==> src/rtl/rv_pack_if.sv <==
// Handshake bundle for rv_pack: beat stream in, packed word stream out.
// master drives beats and downstream ready; slave is the packer itself.
interface rv_pack_if #(
  parameter int WD = 4,
  parameter int N  = 4
);
  localparam int CW = $clog2(N) + 1;

  logic              in_val;
  logic              in_rdy;
  logic [WD-1:0]     in_data;
  logic              in_last;
  logic              out_val;
  logic              out_rdy;
  logic [N*WD-1:0]   out_data;
  logic [CW-1:0]     out_cnt;
  logic              out_last;

  modport master (
    output in_val, in_data, in_last, out_rdy,
    input  in_rdy, out_val, out_data, out_cnt, out_last
  );

  modport slave (
    input  in_val, in_data, in_last, out_rdy,
    output in_rdy, out_val, out_data, out_cnt, out_last
  );
endinterface

==> src/rtl/rv_pack.sv <==
// rv_pack: packs up to N beats of WD bits into one word, first beat in the
// low slot. A word closes when slot N-1 is filled or a beat carries in_last.
// One output holding register; back-to-back words flow without a bubble.
module rv_pack #(
  parameter int WD = 4,
  parameter int N  = 4
) (
  input logic      clk,
  input logic      rst,
  rv_pack_if.slave bus
);
  localparam int CNTW = $clog2(N);
  localparam int CW   = CNTW + 1;

  logic [N-2:0][WD-1:0] asm_q;     // beats 0..N-2 of the word in progress
  logic [CNTW-1:0]      cnt;       // next free slot
  logic [N-1:0][WD-1:0] word_q;    // holding register
  logic [N-1:0][WD-1:0] word_d;
  logic [CW-1:0]        ocnt_q;
  logic                 olast_q;
  logic                 oval_q;

  logic in_rdy, in_fire, out_fire, cnt_full, complete;

  // Ready only depends on the holding register being free or draining.
  assign in_rdy   = ~oval_q | bus.out_rdy;
  assign in_fire  = bus.in_val & in_rdy;
  assign out_fire = oval_q & bus.out_rdy;
  assign cnt_full = (cnt == CNTW'(N - 1));
  assign complete = in_fire & (cnt_full | bus.in_last);

  // Next word: stored beats below cnt, the incoming beat at cnt, zero above.
  // Stale assembly contents above cnt are masked here, so they never leak.
  for (genvar k = 0; k < N; k++) begin : g_slot
    if (k < N - 1) begin : g_asm
      assign word_d[k] = (CNTW'(k) < cnt)  ? asm_q[k]    :
                         (CNTW'(k) == cnt) ? bus.in_data : '0;

      // Capture a non-completing beat into its slot.
      always_ff @(posedge clk) begin
        if (rst)                                     asm_q[k] <= '0;
        else if (in_fire && !complete && cnt == CNTW'(k)) asm_q[k] <= bus.in_data;
      end
    end else begin : g_top
      assign word_d[k] = cnt_full ? bus.in_data : '0;
    end
  end

  // Beat counter and output holding register.
  always_ff @(posedge clk) begin
    if (rst) begin
      cnt     <= '0;
      word_q  <= '0;
      ocnt_q  <= '0;
      olast_q <= 1'b0;
      oval_q  <= 1'b0;
    end else if (complete) begin
      // Either the holder was empty or it is being taken this cycle.
      word_q  <= word_d;
      ocnt_q  <= {1'b0, cnt} + CW'(1);
      olast_q <= bus.in_last;
      oval_q  <= 1'b1;
      cnt     <= '0;
    end else begin
      if (in_fire)  cnt    <= cnt + 1'b1;
      if (out_fire) oval_q <= 1'b0;
    end
  end

  assign bus.in_rdy   = in_rdy;
  assign bus.out_val  = oval_q;
  assign bus.out_data = word_q;
  assign bus.out_cnt  = ocnt_q;
  assign bus.out_last = olast_q;
endmodule

==> src/flat_wrapper.sv <==
// flat-port wrapper written by rule: the top's interface ports become plain ports
module rv_pack_flat 
#(
  parameter int WD = 4,
  parameter int N  = 4
)
  (clk, rst, bus_in_val, bus_in_data, bus_in_last, bus_out_rdy, bus_in_rdy, bus_out_val, bus_out_data, bus_out_cnt, bus_out_last);
  rv_pack_if #(.WD(WD), .N(N)) bus_i ();
  input logic clk;
  input logic rst;
  input wire logic [$bits(bus_i.in_val)-1:0] bus_in_val;
  input wire logic [$bits(bus_i.in_data)-1:0] bus_in_data;
  input wire logic [$bits(bus_i.in_last)-1:0] bus_in_last;
  input wire logic [$bits(bus_i.out_rdy)-1:0] bus_out_rdy;
  output wire logic [$bits(bus_i.in_rdy)-1:0] bus_in_rdy;
  output wire logic [$bits(bus_i.out_val)-1:0] bus_out_val;
  output wire logic [$bits(bus_i.out_data)-1:0] bus_out_data;
  output wire logic [$bits(bus_i.out_cnt)-1:0] bus_out_cnt;
  output wire logic [$bits(bus_i.out_last)-1:0] bus_out_last;
  assign bus_i.in_val = bus_in_val;
  assign bus_i.in_data = bus_in_data;
  assign bus_i.in_last = bus_in_last;
  assign bus_i.out_rdy = bus_out_rdy;
  assign bus_in_rdy = bus_i.in_rdy;
  assign bus_out_val = bus_i.out_val;
  assign bus_out_data = bus_i.out_data;
  assign bus_out_cnt = bus_i.out_cnt;
  assign bus_out_last = bus_i.out_last;
  rv_pack #(.WD(WD), .N(N)) u_core (.clk(clk), .rst(rst), .bus(bus_i));
endmodule
==> config.mk <==
export PLATFORM = sky130hd
export DESIGN_NAME = rv_pack_flat
export DESIGN_NICKNAME = d
export VERILOG_FILES = /design/src/rtl/rv_pack_if.sv /design/src/rtl/rv_pack.sv /design/src/flat_wrapper.sv
export SDC_FILE = /design/constraint.sdc
export NUM_CORES = 1
export LEC_CHECK = 0
export CORE_MARGIN = 1
export CORE_UTILIZATION = 35
export CTS_BUF_LIST = sky130_fd_sc_hd__clkbuf_16
export DETAILED_ROUTE_END_ITERATION = 10
export PLACE_DENSITY_LB_ADDON = 0.08
export SYNTH_ARGS = -nofsm -noshare
export SYNTH_HDL_FRONTEND = slang
export SYNTH_SLANG_ARGS = --single-unit
==> constraint.sdc <==
create_clock -name clk -period 1.8 [get_ports clk]
set_input_delay 0.54 -clock clk [delete_from_list [all_inputs] [get_ports clk]]
set_output_delay 0.54 -clock clk [all_outputs]
set_load 0.01 [all_outputs]
==> reports/metrics.cfg, run 1 <==
[status]
status=finished clean

[clocking]
cts-root-buf=clkbuf_16
cts_buffers=5
cts_setup_buffers=0
clock_latency_ps=280
clkSinkCount=35
cts_tree=yes
cts_buffer_depth=2
clkTransAtPathRegs_ps=50
htree_levels=2

[placement]
gp_congestion=0.821
post-place-ws_ps=-421
dp_hpwl_um=3050
port_buffers=30

[logic_synthesis]
synth_top_family_by_area=simple AND/OR/NAND/NOR gates
yosysUniqueCellTypes=32
synth_compound_area_share_pct=17.6
syn_area_um2=1720
ys_seq_area_share_pct=40.8
synth.area.mux_share_pct=10.8
synthAdderAreaFrac_pct=3.64
synth-simple-area-share_pct=18.5
synth_nets=188
avgSynthCellArea_um2=9.88
yosysWarningCount=0
synth-xor-area-share_pct=0
synth_cells=174
synth_seq_cells=35

[sta]
fin_ws_ps=69.9
finalHoldViolCount=0
holdWs_ps=451
rsz0062_at_grt=no
slew_violations=0
setup_viol=0
fin_crit_sh_pct=96.1
max_freq_ghz=0.578
finClkSkew_ps=5.75
period_minus_slack_ps=1730
relSlewSlack_pct=79.5
tightestPinTransition_ps=305

[power]
p_clk_share_pct=41.7
internal_power_mw=1.46
p_leak_nw=0.918
peakVddDrop_mv=0.343
switchingPower_mw=0.433
p_comb_share_pct=14.6
seqPwrFrac_pct=43.7
total_power_mw=1.89
swShare_pct=22.9
powerDensity_nw_per_um2=806

[grt]
track_usage_pct=16.4
antenna_found_initial=0
first_global_vias=1355
grt-ovfl-total=0
grt_pass1_wl_um=6420
grt_max_degree=19

[floorplanning]
die_area_um2=5200
core_um2=4720
start_util_pct=36.4
rows=25
die_h_um=72.1
die_w_um=72.1
pin_count=31

[critical_path]
ff2ff_path_depth=5
worstPathRequired_ps=2000
arrival_ps=1930
cp_max_fo=6
cp-start-kind=input port
critPathKind=in -> reg
setup.worst_path.end_class=flip-flop

[final_layout]
antennaDiodeCount=0
final_core_utilization_pct=49.6
multi_input_area_um2=870
area_delta_synth_final_pct=36.3
num-nets-final=234
final-seq-area_um2=701
n_fill_cell=435
layout-drive-gt1-share_pct=18.6

[min_path]
hold_class=reg -> reg
min_path_cells=2

[route]
drc=0
firstDrtPassIters=4
vias=1391
ant_nets=0
viasPerCell=4.83
wl_per_cell_um=13.6
drt_iter0_drc=52
wirelength_um=3920

[run]
max-cap-violations=0

## cells by family after synthesis
group	count (synthesis)
compound gates	39
flops	35
fa+ha+maj	5
buf+inv	31
simple gates	46
mux	18
## path summary, 6_finish.rpt
kind	start	to	slack [ps]
hold / removal	u_core.bus.out_data[0]	u_core.bus.out_data[0]	450
setup reg to reg	u_core.cnt[1]	u_core.asm_q[9]	140
hold reg to reg	u_core.bus.out_data[0]	u_core.bus.out_data[0]	450
setup / recovery	bus_in_last	u_core.asm_q[9]	70
## cell type report
class	instances	area share (%)
Clock buffer	5	5.34
Sequential cell	35	29.9
Clock inverter	3	0.534
Timing Repair Buffer	50	20.2
Inverter	20	3.31
Tap cell	67	3.58
Multi-Input combinational cell	108	37.1
## power by group through the flow
| stage | clock network [mW] | registers [mW] | logic (mW) |
|---|---|---|---|
| global placement | 0 | 0.841 | 0.277 |
| floorplan | 0 | 0.850 | 0.141 |
| detailed placement | 0 | 0.842 | 0.278 |
| global route | 0.851 | 0.829 | 0.298 |
| finish | 0.788 | 0.826 | 0.276 |
| CTS | 0.814 | 0.827 | 0.279 |
## cell usage after synthesis
master / count / share of area, %
dfxtp_1: 35 / 41
inv_1: 18 / 3.9
nand2b_1: 18 / 6.6
mux2i_1: 13 / 7.6
a211oi_1: 8 / 3.5
o31a_1: 8 / 4.1
a21oi_1: 7 / 2.0
ha_1: 5 / 3.6
mux2_2: 5 / 3.3
nand4_1: 5 / 1.8
a211oi_2: 4 / 2.9
a31oi_1: 4 / 1.5
and2_1: 4 / 1.5
and3b_1: 4 / 2.0
nor4_1: 4 / 1.5
o32ai_1: 4 / 2.0
buf_2: 3 / 0.87
buf_4: 3 / 1.3
clkbuf_1: 3 / 0.65
nor2b_1: 3 / 1.1
buf_6: 2 / 1.3
nand3_1: 2 / 0.58
o21ai_0: 2 / 0.58
o2bb2ai_1: 2 / 1.0
and4_1: 1 / 0.51
inv_2: 1 / 0.22
inv_4: 1 / 0.36
nor2_1: 1 / 0.22
nor2_2: 1 / 0.36
nor2b_4: 1 / 0.80
nor3_4: 1 / 0.95
or3_4: 1 / 0.65
## cells in the final DEF, fill, tap and decap left out, types with 5 or more instances in the layout
cell              n
mux2i_1          13
mux2_2            5
a21oi_1           7
dfxtp_1          35
o31a_1            8
nand2b_1         18
clkdlybuf4s50_1  28
a211oi_1          8
inv_1            20
nand4_1           5
buf_4            18
ha_1              5
clkbuf_16         5
## critical path, cell delays in order
cell,delay (ps)
clkdlybuf4s50_1,440
nor2_2,270
buf_4,200
and4_1,270
mux2i_1,210
## repair_timing
item / CTS / global route
hold buffers: 0 / 0
resized for setup: 2 / 1
setup endpoints to repair: 1 / 1
## sequential cells by signal (all words and copies together), names as in the netlist
register	flops
u_core.bus.out_cnt	3
u_core.cnt	2
u_core.bus.out_val	1
u_core.bus.out_data	16
u_core.bus.out_last	1
u_core.asm_q	12
## stage by stage
step	cells	instance area, µm²	TNS (ps)
finish	288	2340	0
global route	288	2340	0
CTS	288	2340	0
detailed placement	280	2210	-5280
global placement	280	2210	-4390
floorplan	174	1720	0
## layer usage
metal	vias up	track usage [%]	routed length, µm
met5	-	0	0
met4	0	8.71	87
met3	8	4.58	128
met2	29	25.1	1850
met1	640	20.9	1860
li1	714	-	-
Power figures use the tool's default switching activity.
==> inputs of run 2 (changes only) <==
--- a/config.mk
+++ b/config.mk
@@ -10,6 +10,7 @@
 export CTS_BUF_LIST = sky130_fd_sc_hd__clkbuf_16
 export DETAILED_ROUTE_END_ITERATION = 10
 export PLACE_DENSITY_LB_ADDON = 0.08
+export SLEW_MARGIN = 20
 export SYNTH_ARGS = -nofsm -noshare
 export SYNTH_HDL_FRONTEND = slang
 export SYNTH_SLANG_ARGS = --single-unit
==> results of run 2 <==
Final layout, timing and power as in run 1 (identical DEF).
==> inputs of run 3 (changes only) <==
--- a/config.mk
+++ b/config.mk
@@ -5,7 +5,6 @@
 export SDC_FILE = /design/constraint.sdc
 export NUM_CORES = 1
 export LEC_CHECK = 0
-export CORE_MARGIN = 1
 export CORE_UTILIZATION = 35
 export CTS_BUF_LIST = sky130_fd_sc_hd__clkbuf_16
 export DETAILED_ROUTE_END_ITERATION = 10
==> results of run 3 <==
Final layout, timing and power as in run 1 (identical DEF).
